File: src/rtl/avm_master_arbiter.sv
// Round-robin arbiter sharing one Avalon-MM master between two requesters, one transaction in flight.
// Define ARB_TIMEOUT_EN to add the read-response watchdog (TIMEOUT_CYCLES) and sticky timeout_flag.
module avm_master_arbiter #(
    parameter int unsigned ADDRESSWIDTH   = 26,
    parameter int unsigned DATAWIDTH      = 32,
    parameter int unsigned TIMEOUT_CYCLES = 1024
) (
    input  logic                    clk,
    input  logic                    reset_n,
    input  logic [ADDRESSWIDTH-1:0] r0_address,
    input  logic [DATAWIDTH-1:0]    r0_writedata,
    input  logic                    r0_read,
    input  logic                    r0_write,
    output logic                    r0_waitrequest,
    output logic [DATAWIDTH-1:0]    r0_readdata,
    output logic                    r0_readdatavalid,
    input  logic [ADDRESSWIDTH-1:0] r1_address,
    input  logic [DATAWIDTH-1:0]    r1_writedata,
    input  logic                    r1_read,
    input  logic                    r1_write,
    output logic                    r1_waitrequest,
    output logic [DATAWIDTH-1:0]    r1_readdata,
    output logic                    r1_readdatavalid,
    output logic [ADDRESSWIDTH-1:0] master_address,
    output logic [DATAWIDTH-1:0]    master_writedata,
    output logic                    master_read,
    output logic                    master_write,
    input  logic [DATAWIDTH-1:0]    master_readdata,
    input  logic                    master_readdatavalid,
    input  logic                    master_waitrequest,
    output logic [1:0]              grant,
    input  logic                    timeout_clear,
    output logic                    timeout_flag
);

    typedef enum logic [1:0] {IDLE, CMD, RD_WAIT} state_e;

    state_e                  state_q, state_d;
    logic [1:0]              grant_q, grant_d;
    logic                    last_grant_q, last_grant_d;
    logic                    req0, req1;
    logic                    g_read, g_write;
    logic [ADDRESSWIDTH-1:0] g_address;
    logic [DATAWIDTH-1:0]    g_writedata;
    logic                    timeout_fire;
    logic                    rsp_valid;
    logic [DATAWIDTH-1:0]    rsp_data;

    assign req0        = r0_read | r0_write;
    assign req1        = r1_read | r1_write;
    assign g_read      = grant_q[1] ? r1_read      : r0_read;
    assign g_write     = grant_q[1] ? r1_write     : r0_write;
    assign g_address   = grant_q[1] ? r1_address   : r0_address;
    assign g_writedata = grant_q[1] ? r1_writedata : r0_writedata;
    assign grant       = grant_q;

    always_ff @(posedge clk) begin
        if (!reset_n) begin
            state_q      <= IDLE;
            grant_q      <= '0;
            last_grant_q <= 1'b1;
        end else begin
            state_q      <= state_d;
            grant_q      <= grant_d;
            last_grant_q <= last_grant_d;
        end
    end

    // last_grant is committed at command acceptance rather than at grant time, so an
    // abandoned command leaves the tie-break unchanged; ties are only resolved in IDLE.
    always_comb begin
        state_d      = state_q;
        grant_d      = grant_q;
        last_grant_d = last_grant_q;
        case (state_q)
            IDLE: begin
                if (req0 || req1) begin
                    state_d = CMD;
                    if (req0 && req1) grant_d = last_grant_q ? 2'b01 : 2'b10;
                    else              grant_d = req0 ? 2'b01 : 2'b10;
                end
            end
            CMD: begin
                if (!g_read && !g_write) begin
                    state_d = IDLE;
                    grant_d = '0;
                end else if (!master_waitrequest) begin
                    last_grant_d = grant_q[1];
                    if (g_read) begin
                        state_d = RD_WAIT;
                    end else begin
                        state_d = IDLE;
                        grant_d = '0;
                    end
                end
            end
            RD_WAIT: begin
                if (master_readdatavalid || timeout_fire) begin
                    state_d = IDLE;
                    grant_d = '0;
                end
            end
            default: begin
                state_d = IDLE;
                grant_d = '0;
            end
        endcase
    end

    always_comb begin
        master_read      = 1'b0;
        master_write     = 1'b0;
        master_address   = '0;
        master_writedata = '0;
        r0_waitrequest   = 1'b1;
        r1_waitrequest   = 1'b1;
        rsp_valid        = 1'b0;
        case (state_q)
            CMD: begin
                if (g_read || g_write) begin
                    master_read      = g_read;
                    master_write     = g_write & ~g_read;
                    master_address   = g_address;
                    master_writedata = g_writedata;
                end
                r0_waitrequest = grant_q[0] ? master_waitrequest : 1'b1;
                r1_waitrequest = grant_q[1] ? master_waitrequest : 1'b1;
            end
            RD_WAIT: rsp_valid = master_readdatavalid | timeout_fire;
            default: ;
        endcase
    end

    assign rsp_data         = timeout_fire ? DATAWIDTH'(32'hDEADDEAD) : master_readdata;
    assign r0_readdata      = rsp_data;
    assign r1_readdata      = rsp_data;
    assign r0_readdatavalid = rsp_valid & grant_q[0];
    assign r1_readdatavalid = rsp_valid & grant_q[1];

`ifdef ARB_TIMEOUT_EN
    localparam int unsigned WDT_W = (TIMEOUT_CYCLES > 2) ? $clog2(TIMEOUT_CYCLES) : 1;

    logic [WDT_W-1:0] wdt_q, wdt_d;
    logic             timeout_flag_q, timeout_flag_d;

    always_ff @(posedge clk) begin
        if (!reset_n) begin
            wdt_q          <= '0;
            timeout_flag_q <= 1'b0;
        end else begin
            wdt_q          <= wdt_d;
            timeout_flag_q <= timeout_flag_d;
        end
    end

    // Counter idles at zero outside RD_WAIT, so each read wait starts from a cleared count.
    always_comb begin
        timeout_fire   = (state_q == RD_WAIT) && !master_readdatavalid &&
                         (wdt_q == WDT_W'(TIMEOUT_CYCLES - 1));
        wdt_d          = (state_q == RD_WAIT) ? wdt_q + 1'b1 : '0;
        timeout_flag_d = timeout_flag_q;
        if (timeout_fire)       timeout_flag_d = 1'b1;
        else if (timeout_clear) timeout_flag_d = 1'b0;
    end

    assign timeout_flag = timeout_flag_q;
`else
    logic unused_timeout_cfg;

    assign timeout_fire       = 1'b0;
    assign timeout_flag       = 1'b0;
    assign unused_timeout_cfg = timeout_clear ^ (TIMEOUT_CYCLES == 0);
`endif

endmodule

File: config.mk
export PLATFORM = sky130hd
export DESIGN_NAME = avm_master_arbiter
export DESIGN_NICKNAME = d
export VERILOG_FILES = /design/src/rtl/avm_master_arbiter.sv
export SDC_FILE = /design/constraint.sdc
export NUM_CORES = 1
export LEC_CHECK = 0
export BUFFER_PORTS_ARGS = -buffer_cell sky130_fd_sc_hd__buf_2
export CAP_MARGIN = 20
export CORE_AREA = 2 2 112 114
export CTS_CLUSTER_SIZE = 14
export DETAILED_ROUTE_END_ITERATION = 10
export DIE_AREA = 0 0 114 116
export GPL_ROUTABILITY_DRIVEN = 0
export SETUP_SLACK_MARGIN = 0.15
export SLEW_MARGIN = 30
export SYNTH_ARGS = -nofsm -noshare
export SYNTH_HDL_FRONTEND = slang
export SYNTH_SLANG_ARGS = --single-unit
File: constraint.sdc
create_clock -name clk -period 2.95 [get_ports clk]
set_clock_uncertainty 0.15 [all_clocks]
set_input_delay 0.1475 -clock clk [delete_from_list [all_inputs] [get_ports clk]]
set_output_delay 0.1475 -clock clk [all_outputs]
set_load 0.005 [all_outputs]
# Word level (Yosys, flattened, before mapping)
# Cells that the tools add are included.
classes:
  eq_ne: 6
  muxes: 31
  n_reduce_logical: 10
  bitwise_logic: 8
ops:
  columns: ["op", "count"]
  rows:
  - ["$mux 32", 3]
  - ["$mux 26", 3]
  - ["$mux 2", 12]
  - ["$pmux 2 s3", 2]
  - ["$mux 1", 11]
  - ["$ne 3x3->1 const B", 2]
  - ["$reduce_and 3->1", 2]
  - ["$ne 2x2->1 const B", 2]
  - ["$reduce_and 4->1", 1]
  - ["$and 1x1->1", 3]
  - ["$not 1->1", 3]
  - ["$eq 2x1->1 const B", 1]
  - ["$eq 2x2->1 const B", 1]
  - ["$logic_and 1x1->1", 2]
  - ["$logic_not 1->1", 2]
  - ["$logic_not 2->1", 1]
  - ["$logic_or 1x1->1", 2]
  - ["$or 1x1->1", 2]
totals:
  elab_cells: 58
  register_bits: 5
  output_inout_bits: 131

# Longest topological paths before layout
depth:
  depth_word: 5
  mapped_depth: 7
  depth_no_buf: 4

# Worst setup path before layout
# OpenSTA, ideal clock, no wires.
synth_timing:
  kind: "reg-to-output"
  start: "register grant_q[1] (netlist: grant[1])"
  end: "output master_address[0]"
  n_path_buf: 3
  arrival_time_ns: 1.169
  slack_ns: 1.484
  required_ns: 2.653
  path_stages_with_launch: 6
  path_cell_list: "dfxtp_1 > buf_6 > buf_2 > buf_2 > mux2i_1 > nor2_1"
synth_via:
  elab_chain_cells: 4
  elab_cells_between_ends: 6
  classes_between: "mux: 5; reduce/logical: 1"
synth_rtl:
  columns: ["item", "line", "source"]
  rows:
  - ["start: declaration", "39", "logic [1:0] grant_q, grant_d;"]
  - ["start signal: assignment", "64", "grant_q <= grant_d;"]
  - ["$mux 1 (on tied branches)", "51, 52", null]
  - ["$logic_or 1x1->1", "120", "if (g_read || g_write) begin"]
  - ["$mux 26 (*)", "120", null]
  - ["$mux 26 (*)", "118", "case (state_q)"]
  - ["end: declaration", "24", "output logic [ADDRESSWIDTH-1:0] master_address,"]
# Mark *: on every way between the ends. The rest lies on a longest branch, timed or not.

# Worst setup path in the final report
layout_timing:
  start: "register grant_q[1] (netlist: grant[1])"
  end: "output master_writedata[9]"
layout_via:
  elab_chain_cells: 4
  elab_cells_between_ends: 6
  classes_between: "mux: 5; reduce/logical: 1"
layout_rtl:
  columns: ["item", "line", "source"]
  rows:
  - ["$mux 1 (on tied branches)", "51, 52", null]
  - ["$logic_or 1x1->1", "120", null]
  - ["$mux 32 (*)", "120", null]
  - ["$mux 32 (*)", "118", null]
  - ["end: declaration", "25", "output logic [DATAWIDTH-1:0] master_writedata,"]
# Marked as above.

==> metrics <==
clock latency on the worst-skew pair=0.22 ns; combinational power share=0.530; Total GRT Usage=0.0801; total clock sinks=5; top cells by area, synth=mux2i_1 35%, buf_4 29%, nor2_1 14%, dfxtp_1 5.8%, buf_2 2.9%; Max FO, Critical Path=33; Ant. Diodes=0; # H-tree levels=1; critical path capture point type=output pin; Worst R2R End=grant[1]$_SDFFE_PN0P_; synthesized area=0.00172 mm²; async set or reset register ratio after synthesis=0; vias in the first global route=1639; WL final=6330 µm; CTS Root Cell=clkbuf_16; synth unique cells=26; Worst Path Required=2.65 ns; Synth top cells by count=66 x buf_4, 63 x nor2_1, 60 x mux2i_1, 10 x buf_2, 7 x nand2_1; IO buf count=189; Worst IR Drop VDD=137 µV; EDFF count, synth=0; die height=116 µm; Die ar.=0.0132 mm²; Startpoint Class=flip-flop; max-slew violations=0; share of cells above drive strength 1=0.566; worst slew pin tran=0.717 ns; grt total ovfl=0; post-cts sizing count=0; initial antenna violation count=0; HP Class=in2reg; status=finished, final reports clean; TritonCTS Buffers=3; Switching Fraction=0.341; end point of the critical path=master_writedata[9]; mean post-synth cell area=7.20 µm²; critical path arrival=2.13 ns; most instantiated library cell after synthesis=buf_4; RSZ-0062 raised after global routing=false; DR DRC count=0; P_leak=1.23 nW; R2R depth=4; Synth Flop Type=dfxtp_1; TNS Setup=0 ns; cells after synthesis=239; row count=40; dpl hpwl=5460 µm; Yosys top cell by area=mux2i_1; drt pass-1 iters=4; via count=1947; Worst-path clk slew=0.03 ns; # Post-CTS Setup Buffers=0; Power Density=280 mW/mm²; setup ws final=0.519 ns; P&R area growth vs syn=37.8%; area share of the largest cell type after synthesis=0.349; endpoints failing setup=0; Yosys warnings=0; first-pass GRT wire length=8310 µm; Final nets=513; maxcap violations=0; fin crit period=2.43 ns; sequential power share=0.138; Initial DRC Count=22; WL/cell=12.6 µm; worst reg2reg setup slack=0.70 ns; largest net degree at the start of global routing=46; Final Util=0.199; ANT nets after route=0; Max-slew headroom=0.522; Seq/Total Area, Yosys=0.0581; TritonCTS clock tree=built; Syn Nets=396; switching power=0.000226 W; Internal=0.000438 W; reg-to-reg startpoint=grant[1]$_SDFFE_PN0P_; FMAX=411 MHz; via/cell ratio=3.88; FF+latch count, synth=5; Worst Setup SP=grant[1]$_SDFFE_PN0P_; pre-CTS setup slack=0.644 ns; initial core utilization=0.145; buffer depth of the longest clock path=2; Core Area=0.0119 mm²; Crit Path Class=reg2out; clock power share=0.332; Top-Level Pins=288; Final Hold Viols=0; CTS hold repair buffers=0; die width=114 µm; Tcrit/Tclk final=0.824
[critical path, stage by stage (launching register included)]
cell	delay, ns
dfxtp_4	0.46
nor3_4	0.28
a21oi_2	0.08
nand2b_2	0.41
buf_4	0.42
nor2_1	0.09
buf_2	0.14
[registers in the layout, summed over array words and instances, names as in the netlist]
register	cells
grant	2
state_q	2
last_grant_q	1
[stage by stage]
stage,power (W),std cells,cell area [µm²],hold slack [ns]
floorplan,0.000353,239,1720,0.0775
global placement,0.000451,498,2290,0.145
detailed placement,0.000452,498,2290,0.145
CTS,0.000681,502,2370,0.0172
global route,0.000718,502,2370,0.0284
finish,0.000664,502,2370,0.0195
[cell type report]
class	instances	area [µm²]
clock buffer	4	78.8
fill	1388	9540
inverter	2	7.51
multi-input combinational	153	1040
sequential	5	104
tap	147	184
timing repair buffer	191	961
[cell families after synthesis]
group | Yosys count | share of synthesized area
AO/OA/AOI/OAI | 11 | 0.0516
buffers and inverters | 81 | 0.341
flip-flops | 5 | 0.0581
multiplexers | 60 | 0.349
other | 1 | 0.00218
AND/OR/NAND/NOR | 81 | 0.198
[worst min-delay path by stage]
stage	slack [ns]	cells past startpoint	to	startpoint
after floorplan	0.08	1	last_grant_q$_SDFFE_PN1P_	reset_n
after global placement	0.15	0	r0_readdata[28]	master_readdata[28]
after detailed placement	0.15	0	r0_readdata[28]	master_readdata[28]
after CTS	0.02	2	state_q[1]$_SDFFE_PN0P_	master_waitrequest
after global routing	0.03	2	state_q[1]$_SDFFE_PN0P_	master_waitrequest
final	0.02	2	state_q[1]$_SDFFE_PN0P_	master_waitrequest
[layer usage]
metal,GRT usage,vias up,part of all wire
met5,0,-,0
met4,0.0244,0,0.017
met3,0.0340,15,0.13
met2,0.160,142,0.53
met1,0.0731,827,0.33
li1,-,963,-
[power by group through the flow]
stage | sequential [W] | clock [W] | combinational, W
after floorplan | 0.0000806 | 0 | 0.000273
after global placement | 0.0000937 | 0 | 0.000357
after detailed placement | 0.0000933 | 0 | 0.000359
after CTS | 0.0000923 | 0.000229 | 0.000360
after global routing | 0.0000938 | 0.000233 | 0.000391
final | 0.0000916 | 0.000221 | 0.000352
[cells in the final DEF (no fill, tap or decap), types with 2 or more instances in the layout]
cell	count
buf_2	189
nor4_1	2
nor2_1	63
nand2_1	7
dfxtp_1	4
o22ai_1	2
a21oi_1	2
clkbuf_16	3
and3_1	2
inv_1	2
buf_4	2
mux2i_1	60
No activity file was read; power rests on OpenSTA's default activity.
